$ cat config.mk
export PLATFORM = sky130hd
export DESIGN_NAME = mem_seq
export DESIGN_NICKNAME = d
export VERILOG_FILES = /design/src/rtl/mem_seq.sv
export SDC_FILE = /design/constraint.sdc
export NUM_CORES = 1
export LEC_CHECK = 0
export BUFFER_PORTS_ARGS = -buffer_cell sky130_fd_sc_hd__buf_2
export CORE_UTILIZATION = 45
export CTS_BUF_LIST = sky130_fd_sc_hd__clkbuf_4
export DETAILED_ROUTE_END_ITERATION = 6
export GPL_TIMING_DRIVEN = 0
export PLACE_DENSITY = 0.8
export SLEW_MARGIN = 20
export SYNTH_ARGS = -nofsm -noshare
export SYNTH_HDL_FRONTEND = slang
export SYNTH_SLANG_ARGS = --single-unit
export TNS_END_PERCENT = 50
$ cat constraint.sdc
create_clock -name clk -period 6 [get_ports clk]
set_input_delay 1.2 -clock clk [delete_from_list [all_inputs] [get_ports clk]]
set_output_delay 1.2 -clock clk [all_outputs]
set_load 0.05 [all_outputs]
$ cat src/rtl/mem_seq.sv
// mem_seq: load/store sequencer between the decoder/ALU and a handshaked word memory.
// Aligns store lanes, extends load results, aborts on misalignment or missing ack.
module mem_seq #(
    parameter int unsigned TIMEOUT = 15
) (
    input  logic        clk,
    input  logic        rst,
    input  logic        mem_rd,
    input  logic        mem_wr,
    input  logic [2:0]  funct3,
    input  logic [31:0] addr,
    input  logic [31:0] rs2_data,
    output logic        mem_req,
    output logic [3:0]  mem_we,
    output logic [31:0] mem_addr,
    output logic [31:0] mem_wdata,
    input  logic [31:0] mem_rdata,
    input  logic        mem_ack,
    output logic        stall,
    output logic [31:0] ld_data,
    output logic        ld_valid,
    output logic        err
);

    localparam int unsigned CNT_W  = 8;
    localparam int unsigned DATA_W = 32;

    typedef enum logic [1:0] {
        IDLE = 2'd0,
        REQ  = 2'd1,
        DONE = 2'd2
    } state_t;

    state_t state;
    state_t state_nxt;

    logic              start;
    logic              is_store;
    logic              misaligned;
    logic              launch;
    logic              abort_mis;
    logic              timeout_hit;
    logic [CNT_W-1:0]  cnt;
    logic [CNT_W-1:0]  cnt_inc;
    logic [4:0]        shamt_in;
    logic [4:0]        shamt_q;
    logic [3:0]        we_c;
    logic [DATA_W-1:0] wdata_c;
    logic [2:0]        f3_q;
    logic              store_q;
    logic [DATA_W-1:0] word;
    logic [DATA_W-1:0] ld_ext;

    // Request decode; a store wins when the decoder raises both strobes.
    assign start    = mem_rd | mem_wr;
    assign is_store = mem_wr;
    assign shamt_in = {addr[1:0], 3'b000};

    always_comb begin
        misaligned = 1'b0;
        unique case (funct3)
            3'b010:         misaligned = (addr[1:0] != 2'b00);
            3'b001, 3'b101: misaligned = addr[0];
            default:        misaligned = 1'b0;
        endcase
    end

    // Store lane enables and lane-aligned data.
    always_comb begin
        we_c = 4'b0000;
        unique case (funct3[1:0])
            2'b00:   we_c = 4'b0001 << addr[1:0];
            2'b01:   we_c = 4'b0011 << addr[1:0];
            2'b10:   we_c = 4'b1111;
            default: we_c = 4'b0000;
        endcase
    end

    assign wdata_c = rs2_data << shamt_in;

    // Load extraction from the returned word using the latched offset and type.
    assign word = mem_rdata >> shamt_q;

    always_comb begin
        ld_ext = '0;
        unique case (f3_q)
            3'b000:  ld_ext = {{24{word[7]}}, word[7:0]};
            3'b001:  ld_ext = {{16{word[15]}}, word[15:0]};
            3'b010:  ld_ext = word;
            3'b100:  ld_ext = {24'h000000, word[7:0]};
            3'b101:  ld_ext = {16'h0000, word[15:0]};
            default: ld_ext = '0;
        endcase
    end

    assign cnt_inc     = cnt + CNT_W'(1);
    assign timeout_hit = (cnt_inc == CNT_W'(TIMEOUT));

    // State register.
    always_ff @(posedge clk) begin
        if (!rst) begin
            state <= IDLE;
        end else begin
            state <= state_nxt;
        end
    end

    // Next-state logic; a start seen in DONE belongs to the finishing instruction.
    always_comb begin
        state_nxt = state;
        unique case (state)
            IDLE: begin
                if (start && !misaligned) begin
                    state_nxt = REQ;
                end
            end
            REQ: begin
                if (mem_ack || timeout_hit) begin
                    state_nxt = DONE;
                end
            end
            DONE:    state_nxt = IDLE;
            default: state_nxt = IDLE;
        endcase
    end

    // Output logic; stall is combinational so the PC freezes in the launch cycle.
    always_comb begin
        stall     = 1'b0;
        launch    = 1'b0;
        abort_mis = 1'b0;
        unique case (state)
            IDLE: begin
                if (start) begin
                    if (misaligned) begin
                        abort_mis = 1'b1;
                    end else begin
                        launch = 1'b1;
                        stall  = 1'b1;
                    end
                end
            end
            REQ:     stall = 1'b1;
            DONE:    stall = 1'b0;
            default: stall = 1'b0;
        endcase
        if (!rst) begin
            stall = 1'b0;
        end
    end

    // Registered memory interface, counter and result path.
    always_ff @(posedge clk) begin
        if (!rst) begin
            mem_req   <= 1'b0;
            mem_we    <= '0;
            mem_addr  <= '0;
            mem_wdata <= '0;
            ld_data   <= '0;
            ld_valid  <= 1'b0;
            err       <= 1'b0;
            cnt       <= '0;
            shamt_q   <= '0;
            f3_q      <= '0;
            store_q   <= 1'b0;
        end else begin
            ld_valid <= 1'b0;
            err      <= abort_mis;
            case (state)
                IDLE: begin
                    if (launch) begin
                        mem_req   <= 1'b1;
                        mem_addr  <= {addr[31:2], 2'b00};
                        mem_we    <= is_store ? we_c : 4'b0000;
                        mem_wdata <= is_store ? wdata_c : '0;
                        shamt_q   <= shamt_in;
                        f3_q      <= funct3;
                        store_q   <= is_store;
                        cnt       <= '0;
                    end
                end
                REQ: begin
                    if (mem_ack) begin
                        mem_req <= 1'b0;
                        cnt     <= '0;
                        if (!store_q) begin
                            ld_data  <= ld_ext;
                            ld_valid <= 1'b1;
                        end
                    end else if (timeout_hit) begin
                        mem_req <= 1'b0;
                        cnt     <= '0;
                        err     <= 1'b1;
                        ld_data <= '0;
                    end else begin
                        cnt <= cnt_inc;
                    end
                end
                default: ;
            endcase
        end
    end

endmodule

==> flow_summary.toml <==
[placed_design]
dp_hpwl_mm = 13.2
port_buffers = 204
pre_cts_slack_ns = 2.16
gp_congestion = 0.991

[hold_path]
hold_end = "mem_wdata[3]"
holdPathStages = 2
hp-class = "reg -> reg"
hp-start = "mem_wdata[3]"

[grt]
use_met1_pct = 30.6
top_usage_layer = "met2"
antenna_found_initial = 0
grt_overflow = 0
grt_max_degree = 17
grtUsageMet2_pct = 44.5
grt_pass1_vias = 5514
grt_pass1_wl_mm = 26.9
grt_usage_pct = 26.3
grt.met3_usage_pct = 8.12

[route]
wl_mm = 17.2
drt-pass1-iter-count = 5
antenna_left = 0
routed_via_density = 5.29
drc = 0
first_iter_violations = 319
wl_per_cell_um = 15.6
vias = 5858

[synthesis]
yosys_warnings = 0
synth_edf_count = 0
async_flop_share_pct = 0
seq_area_frac_synth_pct = 40.8
synth-main-ff-cell = "dfxtp_1"
synthCells = 704
synth.avg_cell_area_um2 = 8.15
ys_ff_latch = 117
ys_types = 58
syn_area_mm2 = 0.00574

[critical_path]
reg2reg_depth = 8
crit_path_end_kind = "output pin"
cp_data_required_time_ns = 4.80
rr_endpoint = "ld_data[2]"
rrSetupSlack_ns = 3.96
worstPathMaxFanout = 6
reg2reg_from = "cnt[0]"
worst_ep_arrival_time_ns = 2.65
startpoint_type = "primary input"
crit_type = "in -> out"
critPathLaunch = "funct3[0]"

[power_and_ir_drop]
irDropWorstVdd_uv = 190
power.leakage_nw = 3.41
power_density_mw_per_mm2 = 268

[clock_network]
cts_buffer_depth = 2
cts.repair.resized = 0
clock_latency_ns = 0.52
root_buffer = "clkbuf_4"
htreeDepth = 4
cts_buffers = 17
clock_sinks = 117
post-cts-setup-buffer-count = 0
hold_buffers = 0
clkSlewWorstSetupHoldPaths_ns = 0.11
cts_tree = "done"

[timing]
finalSetupViolCount = 0
fin_skew_ns = 0.0159
drv_slew = 0
fin_crit_ns = 3.85
tightest_slew_ns = 0.574
fmax_mhz = 260
finalSetupTns_ns = 0
hold_ws_ns = 0.457
hold_violations = 0
grt_setup_unrepaired = "false"
fin_crit_sh_pct = 64.2
max_slew_margin_pct = 61.3
final.setup.worst_slack_ns = 2.15

[die]
ioPinCount = 208
die_h_um = 115
die_w_um = 115
start_util_pct = 47.0
rows = 40
die-area_mm2 = 0.0132
coreArea_mm2 = 0.0122

[finish]
final_common_cell = "buf_2"
drive_gt1_share_pct = 31.0
nNetsFinal = 1034
syn_to_final_growth_pct = 26.3
final_cell_mix = "222 x buf_2, 189 x nand2_1, 117 x dfxtp_1, 80 x a21oi_1, 64 x mux2i_1"
antennaDiodeCount = 0

[flow_run]
cap_viol_max_count = 0

[status]
status = "finished clean"
-- how the worst max path moves through the flow --
stage	to	cells past startpoint
finish	stall	6
global route	stall	6
CTS	stall	6
detailed placement	stall	6
global placement	stall	6
floorplan	stall	4
-- state kept, by name, summed over array words and instances, names as in the netlist --
register   cells
ld_data       32
mem_wdata     32
mem_addr      30
cnt            8
mem_we         4
f3_q           3
shamt_q        2
state          2
err            1
ld_valid       1
mem_req        1
store_q        1
-- critical path, cell delays in order --
cell,delay [ns]
buf_2,0.14
nand2b_1,0.18
o32a_1,0.34
a21oi_1,0.44
nor3_1,0.10
buf_2,0.23
-- metrics by stage --
step	util (%)	area, um2	power [W]	instances
after floorplan	-	5740	0.00122	705
after global placement	57.1	6970	0.00137	1077
after detailed placement	57.1	6970	0.00138	1077
after CTS	59.3	7240	0.00195	1107
after global routing	59.3	7240	0.00203	1107
final	59.3	7240	0.00194	1107
-- cell usage after synthesis (3+ instances only) --
cell | instances | area share (%)
a21oi_1 | 80 | 7.0
a22oi_1 | 9 | 1.2
and2_1 | 11 | 1.2
and3_1 | 5 | 0.55
buf_12 | 3 | 1.0
buf_2 | 18 | 1.6
buf_4 | 4 | 0.52
buf_6 | 3 | 0.59
clkbuf_1 | 24 | 1.6
dfxtp_1 | 117 | 41
inv_1 | 5 | 0.33
mux2_2 | 16 | 3.1
mux2i_1 | 64 | 11
nand2_1 | 189 | 12
nand2b_1 | 5 | 0.55
nand3_1 | 26 | 2.3
nor2_1 | 19 | 1.2
nor2b_1 | 5 | 0.55
o2111ai_1 | 8 | 1.2
o21ai_0 | 37 | 3.2
or3_1 | 10 | 1.1
-- logic make-up (layout without fill, tap and decap cells) --
| kind of cell | Yosys count | after routing | synth area share, % |
|---|---|---|---|
| and+or+nand+nor | 285 | 285 | 21.9 |
| AOI/OAI and AO/OA | 156 | 156 | 15.9 |
| DFF | 117 | 117 | 40.8 |
| muxes | 81 | 81 | 14.7 |
| buffers and inverters | 61 | 295 | 5.91 |
| adders and majority gates | 2 | 2 | 0.436 |
| other | 1 | 2 | 0.0654 |
| xor gates and xnor gates | 1 | 1 | 0.153 |
-- power breakdown --
group	switching, W	total (W)	leakage (nW)	internal, W
combinational	0.000359	0.000518	2.30	0.000159
clock	0.000296	0.000579	0.152	0.000283
sequential	0.0000244	0.000843	0.952	0.000819
total	0.000679	0.00194	3.41	0.00126
-- layout make-up --
class | count | area (um2)
buffer | 55 | 317
clock buffer | 18 | 135
clock inverter | 12 | 139
fill | 1182 | 4970
inverter | 6 | 22.5
multi-input combinational | 527 | 3060
sequential | 117 | 2340
tap | 168 | 210
timing repair buffer | 204 | 1020
-- layer usage --
metal  share of wire [%]  routed length, um  up-vias
li1                    -                  -     2892
met1                  40               6970     2645
met5                   0                  0        -
met4                 2.6                447        0
met3                 8.8               1520       41
met2                  48               8280      280
(Power assumes the default switching activity.)
